==> src/rtl/medidor_tempo_if.sv <==
// Bus between the main control unit and the key-hold duration meter.
// The master drives the start and key level; the slave returns the measured duration.
interface medidor_tempo_if;
    logic       iniciar;
    logic       tecla_ativa;
    logic [3:0] tempo;
    logic [3:0] tempo_baixo;
    logic       meio_metro;
    logic       pronto;
    logic       medindo;

    modport master (
        output iniciar,
        output tecla_ativa,
        input  tempo,
        input  tempo_baixo,
        input  meio_metro,
        input  pronto,
        input  medindo
    );

    modport slave (
        input  iniciar,
        input  tecla_ativa,
        output tempo,
        output tempo_baixo,
        output meio_metro,
        output pronto,
        output medindo
    );
endinterface

==> src/rtl/medidor_tempo.sv <==
// Measures how long a note key is held, in metronome units (rounded up, rounded down,
// and half-unit flag), publishing a one-cycle pronto pulse when the result is loaded.
module medidor_tempo #(
    parameter int unsigned CICLOS_METRO = 1000
) (
    input logic            clock,
    input logic            reset,
    medidor_tempo_if.slave bus
);
    localparam int unsigned        LARGURA = $clog2(CICLOS_METRO);
    localparam logic [LARGURA-1:0] ULTIMO  = LARGURA'(CICLOS_METRO - 1);
    localparam logic [LARGURA-1:0] METADE  = LARGURA'(CICLOS_METRO / 2);

    typedef enum logic [1:0] {Ocioso, Medindo, Pronto} estado_t;

    estado_t            estado_q, estado_d;
    logic [LARGURA-1:0] ciclos_q, ciclos_d;
    logic [3:0]         unidades_q, unidades_d;
    logic               sat_q, sat_d;
    logic [3:0]         tempo_q, tempo_d;
    logic [3:0]         tempo_baixo_q, tempo_baixo_d;
    logic               meio_q, meio_d;

    always_ff @(posedge clock) begin
        if (reset) begin
            estado_q      <= Ocioso;
            ciclos_q      <= '0;
            unidades_q    <= '0;
            sat_q         <= 1'b0;
            tempo_q       <= '0;
            tempo_baixo_q <= '0;
            meio_q        <= 1'b0;
        end else begin
            estado_q      <= estado_d;
            ciclos_q      <= ciclos_d;
            unidades_q    <= unidades_d;
            sat_q         <= sat_d;
            tempo_q       <= tempo_d;
            tempo_baixo_q <= tempo_baixo_d;
            meio_q        <= meio_d;
        end
    end

    always_comb begin
        estado_d      = estado_q;
        ciclos_d      = ciclos_q;
        unidades_d    = unidades_q;
        sat_d         = sat_q;
        tempo_d       = tempo_q;
        tempo_baixo_d = tempo_baixo_q;
        meio_d        = meio_q;

        case (estado_q)
            Ocioso: begin
                ciclos_d   = '0;
                unidades_d = '0;
                sat_d      = 1'b0;
                if (bus.iniciar) begin
                    estado_d = Medindo;
                end
            end
            Medindo: begin
                if (bus.tecla_ativa) begin
                    // Once saturated the counters freeze so the result reads as exactly 15.
                    if (!sat_q) begin
                        if (ciclos_q == ULTIMO) begin
                            ciclos_d = '0;
                            if (unidades_q == 4'd14) begin
                                unidades_d = 4'd15;
                                sat_d      = 1'b1;
                            end else begin
                                unidades_d = unidades_q + 4'd1;
                            end
                        end else begin
                            ciclos_d = ciclos_q + 1'b1;
                        end
                    end
                end else begin
                    tempo_baixo_d = unidades_q;
                    if ((ciclos_q != '0) && !sat_q && (unidades_q != 4'd15)) begin
                        tempo_d = unidades_q + 4'd1;
                    end else begin
                        tempo_d = unidades_q;
                    end
                    meio_d   = (ciclos_q >= METADE) && !sat_q;
                    estado_d = Pronto;
                end
            end
            Pronto: begin
                estado_d = Ocioso;
            end
            default: begin
                estado_d = Ocioso;
            end
        endcase
    end

    assign bus.tempo       = tempo_q;
    assign bus.tempo_baixo = tempo_baixo_q;
    assign bus.meio_metro  = meio_q;
    assign bus.pronto      = (estado_q == Pronto);
    assign bus.medindo     = (estado_q == Medindo);
endmodule

==> src/flat_wrapper.sv <==
// flat-port wrapper written by rule: the top's interface ports become plain ports
module medidor_tempo_flat 
#(
    parameter int unsigned CICLOS_METRO = 1000
)
  (clock, reset, bus_iniciar, bus_tecla_ativa, bus_tempo, bus_tempo_baixo, bus_meio_metro, bus_pronto, bus_medindo);
  medidor_tempo_if bus_i ();
  input logic clock;
  input logic reset;
  input wire logic [$bits(bus_i.iniciar)-1:0] bus_iniciar;
  input wire logic [$bits(bus_i.tecla_ativa)-1:0] bus_tecla_ativa;
  output wire logic [$bits(bus_i.tempo)-1:0] bus_tempo;
  output wire logic [$bits(bus_i.tempo_baixo)-1:0] bus_tempo_baixo;
  output wire logic [$bits(bus_i.meio_metro)-1:0] bus_meio_metro;
  output wire logic [$bits(bus_i.pronto)-1:0] bus_pronto;
  output wire logic [$bits(bus_i.medindo)-1:0] bus_medindo;
  assign bus_i.iniciar = bus_iniciar;
  assign bus_i.tecla_ativa = bus_tecla_ativa;
  assign bus_tempo = bus_i.tempo;
  assign bus_tempo_baixo = bus_i.tempo_baixo;
  assign bus_meio_metro = bus_i.meio_metro;
  assign bus_pronto = bus_i.pronto;
  assign bus_medindo = bus_i.medindo;
  medidor_tempo #(.CICLOS_METRO(CICLOS_METRO)) u_core (.clock(clock), .reset(reset), .bus(bus_i));
endmodule
==> config.mk <==
export PLATFORM = sky130hd
export DESIGN_NAME = medidor_tempo_flat
export DESIGN_NICKNAME = d
export VERILOG_FILES = /design/src/rtl/medidor_tempo_if.sv /design/src/rtl/medidor_tempo.sv /design/src/flat_wrapper.sv
export SDC_FILE = /design/constraint.sdc
export NUM_CORES = 1
export LEC_CHECK = 0
export ABC_AREA = 1
export BUFFER_PORTS_ARGS = -buffer_cell sky130_fd_sc_hd__buf_2
export CORE_ASPECT_RATIO = 0.7
export CORE_UTILIZATION = 43
export CTS_BUF_LIST = sky130_fd_sc_hd__clkbuf_4 sky130_fd_sc_hd__clkbuf_8 sky130_fd_sc_hd__clkbuf_16
export CTS_CLUSTER_DIAMETER = 60
export DETAILED_ROUTE_END_ITERATION = 6
export PLACE_DENSITY = 0.7
export SLEW_MARGIN = 10
export SYNTH_ARGS = -nofsm -noshare
export SYNTH_HDL_FRONTEND = slang
export SYNTH_SLANG_ARGS = --single-unit
==> constraint.sdc <==
create_clock -name clock -period 1.55 [get_ports clock]
set_input_delay 0 -clock clock [delete_from_list [all_inputs] [get_ports clock]]
set_output_delay 0 -clock clock [all_outputs]
set_load 0.02 [all_outputs]
==> results.yml, run 1 <==
route:
  wl_per_cell_um: 11.88
  drc: 0
  vias: 1330
  dr.pass1.iters: 4
  first_iter_violations: 113
  finalWirelength_um: 3112
  final_antenna_net_count: 0
  viasPerCell: 5.076
timing:
  fin_crit_ns: 1.425
  fmax_ghz: 0.7017
  maxSlewHeadroom_pct: 71.49
  fin_hold_ws_ns: 0.09567
  setup_viol_count_final: 0
  hold_violations: 0
  post-route-period-util_pct: 91.94
  fin_worst_skew_ns: 0.003448
  rsz0062_at_grt: "false"
  finalSetupTns_ns: 0
  slew_viol_final: 0
  tightest_slew_ns: 0.4271
floorplanning:
  floorplan.die_area_um2: 3492
  rows: 16
  die-height_um: 49.74
  fp.dieW_um: 70.20
  ioPinCount: 15
  core-area_um2: 2943
  start_util_pct: 47.58
power_and_ir_drop:
  power.total_uw: 1279
  powerDensity_nw_per_um2: 802.3
  p_leak_uw: 0.0007478
  ir_drop_mv: 0.4055
grt:
  met1_usage_pct: 30.04
  grt_pass1_wl_um: 5161
  grt.overflow.total: 0
  grt.met3_usage_pct: 5.112
  grt_max_degree: 14
  antenna_found_initial: 0
  top_usage_layer: "met1"
  track_usage_pct: 19.30
  use_met2_pct: 24.52
  grt_pass1_vias: 1048
min_path:
  hold_class: "in2reg"
final_layout:
  layout.nets: 236
  fin_util_pct: 54.17
  fill_cells: 285
  layout-drive-gt1-share_pct: 16.37
  seq_area_um2: 523.0
  syn_to_final_growth_pct: 13.85
  multi_input_area_um2: 749.5
  diodes: 0
critical_path:
  cp_slowest_cell: "dfxtp_2"
  cp.arrival_ns: 1.59
  setup.worst_path.end_class: "register"
  crit_fanout: 9
  start_kind: "register"
  max_stage_delay_ns: 0.37
  crit_family: "simple AND/OR/NAND/NOR gates"
  required_ns: 1.72
  crit_buf_inv: 0
  crit_type: "reg2reg"
  cp_common_cell: "nand2_4"
  path_cells: "ha_2 -> nand2_1 -> nor2_1 -> nand3_1 -> nand2_2 -> nand2_4 -> nand2_4 -> a21oi_2"
logic_synthesis:
  ys_ff_latch: 26
  synthCells: 207
  yosysTopAreaCell: "dfxtp_1"
  ys_seq_area_share_pct: 37.18
  synth_top_cell_area_share_pct: 37.18
  synth.avg_cell_area_um2: 6.764
  netlist_top_cells_area: "dfxtp_1 37%, nand2_1 13%, nand3_1 8.2%"
  synth_warnings: 0
  synth_area_um2: 1400
  synth.distinct_cells: 24
  synth_fp_nets: 215
placement:
  portBuffers: 14
  dpl.hpwl_um: 2251
  place_congestion: 0.9126
clocking:
  cts_buffers: 3
  clock_sinks: 26
  clk_pin_slew_worst_paths_ns: 0.09
  tritoncts: "built"
  h-tree-depth: 1
  clkLatencyLatePin_ns: 0.27
  cts_root_buf: "clkbuf_8"
  clockBufferDepth: 2
flow_run:
  cap_viol_max_count: 0
outcome:
  status: "completed"
==> what timing repair did <==
item,4_1_cts,5_1_grt
hold buffers,2,0
endpoints found under the setup margin,0,16
endpoints found under the hold margin,4,0
gates resized for setup,0,5
buffers inserted,0,2
==> through the flow <==
| stage | cell area [um^2] | setup WS (ns) | std cells |
|---|---|---|---|
| final | 1594 | 0.1250 | 262 |
| after global placement | 1505 | 0.06608 | 255 |
| after detailed placement | 1505 | 0.06937 | 255 |
| after CTS | 1567 | 0.03522 | 260 |
| after floorplan | 1400 | 0.2704 | 207 |
| after global routing | 1594 | 0.005654 | 262 |
==> registers in the layout, indices dropped and copies added, names as in the netlist <==
| name | flops |
|---|---|
| u_core.estado_q | 2 |
| u_core.bus.tempo_baixo | 4 |
| u_core.sat_q | 1 |
| u_core.bus.tempo | 4 |
| u_core.ciclos_q | 10 |
| u_core.bus.meio_metro | 1 |
| u_core.unidades_q | 4 |
==> per-layer routing <==
layer	part of all wire [%]	vias up
met4	1.3	0
li1	-	702
met1	53	566
met3	9.0	5
met2	37	57
met5	0	-
==> synthesized netlist by cell type, drive strengths merged <==
cell type,count
nor2,26
nor3,3
dfxtp,26
o21ai,12
buf,3
a21oi,12
or2,1
inv,32
ha,4
nand2,54
o211ai,1
o22ai,1
o21a,3
xor2,2
nand3,23
nand4,4
==> power breakdown <==
group | switching (uW) | total (uW) | internal (uW)
Combinational | 126 | 191 | 65.1
Sequential | 18.9 | 708 | 689
Clock | 206 | 380 | 174
==> final timing paths <==
check / slack [ns] / from / cells after the start / end
worst max register to register: 0.12 / u_core.ciclos_q[0] / 8 / u_core.unidades_q[3]
worst min-delay path: 0.1 / bus_tecla_ativa / 4 / u_core.estado_q[1]
worst max-delay path: 0.12 / u_core.ciclos_q[0] / 8 / u_core.unidades_q[3]
worst min register to register: 0.47 / u_core.bus.tempo_baixo[2] / 2 / u_core.bus.tempo_baixo[2]
==> layout make-up <==
class	count	area share, %
inverters	32	7.692
repair buffers	19	7.064
flip-flops and latches	26	32.81
multi-input cells	146	47.02
well taps	36	2.826
clock buffers	3	2.590
==> cells by family (layout without fill, tap and decap cells) <==
kind of cell             after synthesis  after routing  synth area share (%)
buffers and inverters                 35             54                 10.01
adder cells (fa/ha/maj)                4              4                 3.575
AND/OR/NAND/NOR                      111            111                 36.01
XOR/XNOR                               2              2                 1.251
flip-flops                            26             26                 37.18
AO/OA/AOI/OAI                         29             29                 11.98
==> placed cells by master (no fill, tap or decap), types with 4 or more instances in the layout <==
| cell | n |
|---|---|
| nand2_1 | 49 |
| inv_1 | 30 |
| dfxtp_1 | 24 |
| nor2_1 | 25 |
| nand3_1 | 22 |
| o21ai_0 | 11 |
| nand2_4 | 4 |
| nand4_1 | 4 |
| buf_2 | 14 |
| a21oi_1 | 10 |
==> worst reg2reg max path: stages (launching register included) <==
cell	delay, ns
dfxtp_2	0.37
ha_2	0.22
nand2_1	0.06
nor2_1	0.09
nand3_1	0.14
nand2_2	0.15
nand2_4	0.09
nand2_4	0.14
a21oi_2	0.07
Power figures use the tool's default switching activity.
==> run 2, diff against run 1 <==
--- a/config.mk
+++ b/config.mk
@@ -8,11 +8,12 @@
 export ABC_AREA = 1
 export BUFFER_PORTS_ARGS = -buffer_cell sky130_fd_sc_hd__buf_2
 export CORE_ASPECT_RATIO = 0.7
-export CORE_UTILIZATION = 43
+export CORE_MARGIN = 8
+export CORE_UTILIZATION = 41
 export CTS_BUF_LIST = sky130_fd_sc_hd__clkbuf_4 sky130_fd_sc_hd__clkbuf_8 sky130_fd_sc_hd__clkbuf_16
 export CTS_CLUSTER_DIAMETER = 60
 export DETAILED_ROUTE_END_ITERATION = 6
-export PLACE_DENSITY = 0.7
+export PLACE_DENSITY = 0.68
 export SLEW_MARGIN = 10
 export SYNTH_ARGS = -nofsm -noshare
 export SYNTH_HDL_FRONTEND = slang
==> run 2 against run 1 <==
Against the previous run:
- clock power grew 18%
- power grew 5.0%
- sequential share of layout area down 0.85 points
- first-iteration DRC count fell by 24%
- non-clock buffer count grew 2
- wire length is 3.0% higher
- register-to-register slack is essentially flat
- hold slack lost 0.013 ns
- largest power group unchanged
- highest routed layer unchanged
==> results.yml, run 2 (same netlist as run 1, synthesis figures left out) <==
final_layout:
  layout_common_cells: "49 x nand2_1, 30 x inv_1, 25 x nor2_1"
  syn_to_final_growth_pct: 16.89
  regMostFlops: "u_core.ciclos_q"
  layout.nets: 238
  diodes: 0
  largest_reg_flops: 10
  final_common_cell: "nand2_1"
  layout-drive-gt1-share_pct: 17.47
  post-route-cell-area_um2: 1637
clocking:
  clk_pin_slew_worst_paths_ns: 0.09
  tritoncts: "built"
  clockBufferDepth: 2
  cts_buffers: 3
  h-tree-depth: 1
  clock_sinks: 26
  clkLatencyLatePin_ns: 0.27
  cts_root_buf: "clkbuf_8"
grt:
  grt.overflow.total: 0
  grt_pass1_vias: 1165
  grt_max_degree: 15
  grt_pass1_wl_um: 5464
  track_usage_pct: 11.96
  antenna_found_initial: 0
power_and_ir_drop:
  p_leak_uw: 0.0007664
  powerDensity_nw_per_um2: 820.8
  ir_drop_mv: 0.4577
critical_path:
  critPathCapture: "u_core.unidades_q[0]"
  r2r-end: "u_core.unidades_q[0]"
  cp-startpoint: "u_core.estado_q[0]"
  setup.worst_path.end_class: "register"
  crit_fanout: 10
  required_ns: 1.76
  r2r_start: "u_core.estado_q[0]"
  start_kind: "register"
  reg2regPathDepth: 8
  r2r_slack_ns: 0.14
  crit_type: "reg2reg"
  cp.arrival_ns: 1.63
floorplanning:
  floorplan.die_area_um2: 5570
  die-height_um: 64.89
  ioPinCount: 15
  rows: 17
  start_util_pct: 43.59
  fp.dieW_um: 85.85
  core-area_um2: 3212
route:
  wl_per_cell_um: 11.62
  vias: 1315
  finalWirelength_um: 3206
  viasPerCell: 4.764
  drc: 0
  first_iter_violations: 86
  final_antenna_net_count: 0
  dr.pass1.iters: 4
timing:
  post-route-period-util_pct: 91.23
  fin_crit_ns: 1.414
  setup_viol_count_final: 0
  finalSetupTns_ns: 0
  hold_violations: 0
  fmax_ghz: 0.7072
  maxSlewHeadroom_pct: 70.70
  fin_worst_skew_ns: 0.003764
  rsz0062_at_grt: "false"
  tightest_slew_ns: 0.4390
  fin_hold_ws_ns: 0.08241
  slew_viol_final: 0
flow_run:
  cap_viol_max_count: 0
placement:
  portBuffers: 14
  place_congestion: 0.8725
  dpl.hpwl_um: 2440
  place_area_um2: 1541
outcome:
  status: "completed"
min_path:
  hold_class: "in2reg"
run 2: changes by cell type in the layout (fill, tap and decap cells not counted):
| cell | before | now |
|---|---|---|
| buf_4 | 3 | 5 |
| clkbuf_8 | 3 | 4 |
run 2: metal layers:
metal | GRT usage, % | share of wire [%]
met1 | 18.04 | 56
met2 | 15.62 | 35
met3 | 3.270 | 7.6
met4 | 3.261 | 1.0
met5 | 0 | 0
run 2: critical path, cell delays in order (launching register included):
cell and delay [ns]:
dfxtp_1 0.39, inv_2 0.06, nor2_4 0.17, nand2_4 0.13
nand2_4 0.16, inv_4 0.09, nand2_4 0.11, nand2_4 0.10
o21ai_2 0.14
run 2: timing repair:
item,in CTS,in global routing
setup endpoints to repair,0,16
endpoints found under the hold margin,4,0
buffers inserted,0,1
gates resized for setup,0,5
hold buffers,2,0
run 2: area by class of cell:
cell class | instances | area, um^2
fill | 334 | 1575
multi-input combinational | 146 | 749.5
sequential | 26 | 523.0
timing repair buffer | 21 | 127.6
inverter | 32 | 122.6
tap | 47 | 58.81
clock buffer | 4 | 55.05
run 2: power by group:
group	internal, uW	switching (uW)
sequential	689	18.1
combinational	64.0	124
clock	228	221
total	980	363
run 2: how the worst min path moves through the flow:
| stage | startpoint | to | depth (start not counted) |
|---|---|---|---|
| 6_report | bus_tecla_ativa | u_core.estado_q[1] | 4 |
| 5_1_grt | bus_tecla_ativa | u_core.estado_q[1] | 4 |
| 4_1_cts | bus_tecla_ativa | u_core.estado_q[1] | 4 |
| 3_5_place_dp | bus_iniciar | u_core.estado_q[0] | 3 |
| 3_3_place_gp | bus_iniciar | u_core.estado_q[0] | 3 |
| 2_1_floorplan | reset | u_core.bus.tempo_baixo[1] | 1 |
run 2: through the flow:
step	total power, uW	util (%)	std cells	setup slack (ns)
4_1_cts	1349	50.33	275	0.03632
2_1_floorplan	852.3	-	207	0.2704
6_report	1343	50.95	276	0.1360
5_1_grt	1403	50.95	276	0.005163
3_3_place_gp	900.7	47.99	269	0.06929
3_5_place_dp	900.4	47.99	269	0.06464
==> run 3, diff against run 2 <==
--- a/config.mk
+++ b/config.mk
@@ -14,6 +14,7 @@
 export CTS_CLUSTER_DIAMETER = 60
 export DETAILED_ROUTE_END_ITERATION = 6
 export PLACE_DENSITY = 0.68
+export SETUP_SLACK_MARGIN = 0.2
 export SLEW_MARGIN = 10
 export SYNTH_ARGS = -nofsm -noshare
 export SYNTH_HDL_FRONTEND = slang
==> run 3 against run 2 <==
Against the previous run:
- fmax grew 8.0%
- final cell count grew 4.0%
- clock power is essentially flat
- global-route usage grew 0.079 points
- core utilization grew 6.0 points
- sequential power grew 0.7%
- largest power group unchanged
==> results.yml, run 3 (same netlist as run 1, synthesis figures left out) <==
clocking:
  clk_pin_slew_worst_paths_ns: 0.09
  clockBufferDepth: 2
  cts_root_buf: "clkbuf_8"
  h-tree-depth: 1
  clock_sinks: 26
  cts_buffers: 3
  tritoncts: "built"
  clkLatencyLatePin_ns: 0.27
placement:
  place_congestion: 0.8725
  portBuffers: 14
  dpl.hpwl_um: 2440
  place_area_um2: 1541
  dp.cells: 269
  pre_cts_slack_ns: 0.06464
timing:
  maxSlewHeadroom_pct: 65.10
  setup_ws_ns: 0.2402
  fin_hold_ws_ns: 0.1167
  post-route-period-util_pct: 84.51
  hold_violations: 0
  slew_viol_final: 0
  tightest_slew_ns: 0.5229
  fin_worst_skew_ns: 0.005736
  finalSetupTns_ns: 0
  rsz0062_at_grt: "true"
  fin_crit_ns: 1.310
  setup_viol_count_final: 0
  fmax_ghz: 0.7634
critical_path:
  crit_type: "reg2reg"
  start_kind: "register"
  setup.worst_path.end_class: "register"
  required_ns: 1.76
  cp.arrival_ns: 1.52
  crit_fanout: 4
final_layout:
  layout_common_cells: "47 x nand2_1, 25 x inv_1, 20 x nor2_1, 20 x nand3_1, 18 x dfxtp_1"
  seq_area_um2: 535.5
  diodes: 0
  fill_cells: 307
  largest_reg_flops: 10
  final_common_cell: "nand2_1"
  multi_input_area_um2: 844.6
  syn_to_final_growth_pct: 30.74
  post-route-cell-area_um2: 1831
  final_cells: 287
  regMostFlops: "u_core.ciclos_q"
  layout.nets: 249
  layout-drive-gt1-share_pct: 31.25
power_and_ir_drop:
  comb_power_share_pct: 17.2
  ir_drop_mv: 0.4093
  pwr-share-seq_pct: 50.8
  sw_frac_of_total_pct: 27.80
  powerDensity_nw_per_um2: 764.9
  p_leak_uw: 0.0008137
  p_clk_share_pct: 32.0
  switchingPower_uw: 389.3
  p_int_uw: 1011
floorplanning:
  ioPinCount: 15
  fp.dieW_um: 85.85
  core-area_um2: 3212
  floorplan.die_area_um2: 5570
  rows: 17
  die-height_um: 64.89
  start_util_pct: 43.59
route:
  first_iter_violations: 112
  vias: 1394
  viasPerCell: 4.857
  final_antenna_net_count: 0
  wl_per_cell_um: 12.43
  finalWirelength_um: 3566
  drc: 0
  dr.pass1.iters: 4
outcome:
  status: "completed"
grt:
  grt.overflow.total: 0
  grt_max_degree: 15
  track_usage_pct: 12.04
  grt_pass1_wl_um: 5499
  top_usage_layer: "met1"
  antenna_found_initial: 0
  grt.met3_usage_pct: 3.270
  grt_pass1_vias: 1183
  use_met2_pct: 15.91
  met1_usage_pct: 18.04
min_path:
  hold_class: "in2reg"
flow_run:
  cap_viol_max_count: 0
run 3: cell types whose count changed in the layout (fill, tap and decap cells not counted), moves of 3 or more:
cell / delta
inv_2: +3
a21oi_1: -3
a21oi_2: +3
nor2_1: -5
inv_1: -5
nand2_8: +3
nor2_2: +5
dfxtp_2: +4
dfxtp_1: -6
buf_4: +10
run 3: final cells by class:
| class | count | share of cell area (%) |
|---|---|---|
| multi-input combinational | 146 | 46.14 |
| sequential | 26 | 29.25 |
| timing repair buffer | 31 | 11.07 |
| inverter | 32 | 7.040 |
| tap | 47 | 3.213 |
| clock buffer | 4 | 3.008 |
| timing repair inverter | 1 | 0.2734 |
run 3: worst paths after layout:
path	startpoint	end	slack [ns]	cells past startpoint
max	u_core.ciclos_q[0]	u_core.unidades_q[0]	0.24	8
min	bus_tecla_ativa	u_core.estado_q[0]	0.12	5
max reg2reg	u_core.ciclos_q[0]	u_core.unidades_q[0]	0.24	8
min reg2reg	u_core.bus.tempo_baixo[1]	u_core.bus.tempo_baixo[1]	0.47	2
run 3: routing by layer:
metal	vias up	share of wire, %
li1	731	-
met1	610	51
met2	48	41
met3	5	8.0
met4	0	0.81
met5	-	0
run 3: what timing repair did:
item / CTS / global route
endpoints found under the hold margin: 4 / 0
hold buffers: 2 / 0
resized for setup: 8 / 32
endpoints found under the setup margin: 22 / 23
pin swaps: 3 / 9
gates cloned: 0 / 1
buffers inserted: 3 / 8
run 3: through the flow:
step | power [uW] | utilization [%]
6_report | 1400 | 56.99
5_1_grt | 1459 | 56.99
4_1_cts | 1368 | 52.05
3_5_place_dp | 900.4 | 47.99
3_3_place_gp | 900.7 | 47.99
2_1_floorplan | 852.3 | -
run 3: worst max-delay path, cell delays in order, from the launching register on:
cell     delay (ns)
dfxtp_4        0.40
ha_4           0.15
nand2_1        0.07
nor2_2         0.10
nand3_2        0.13
nand2_4        0.12
buf_4          0.13
nand4_1        0.09
o21ai_2        0.07
run 3: power groups by stage:
stage                     Combinational [uW]  Sequential (uW)  Clock, uW
final                                    241              712        448
after global routing                     267              715        478
after CTS                                200              709        459
after detailed placement                 179              722          0
after global placement                   179              721          0
after floorplan                          121              731          0
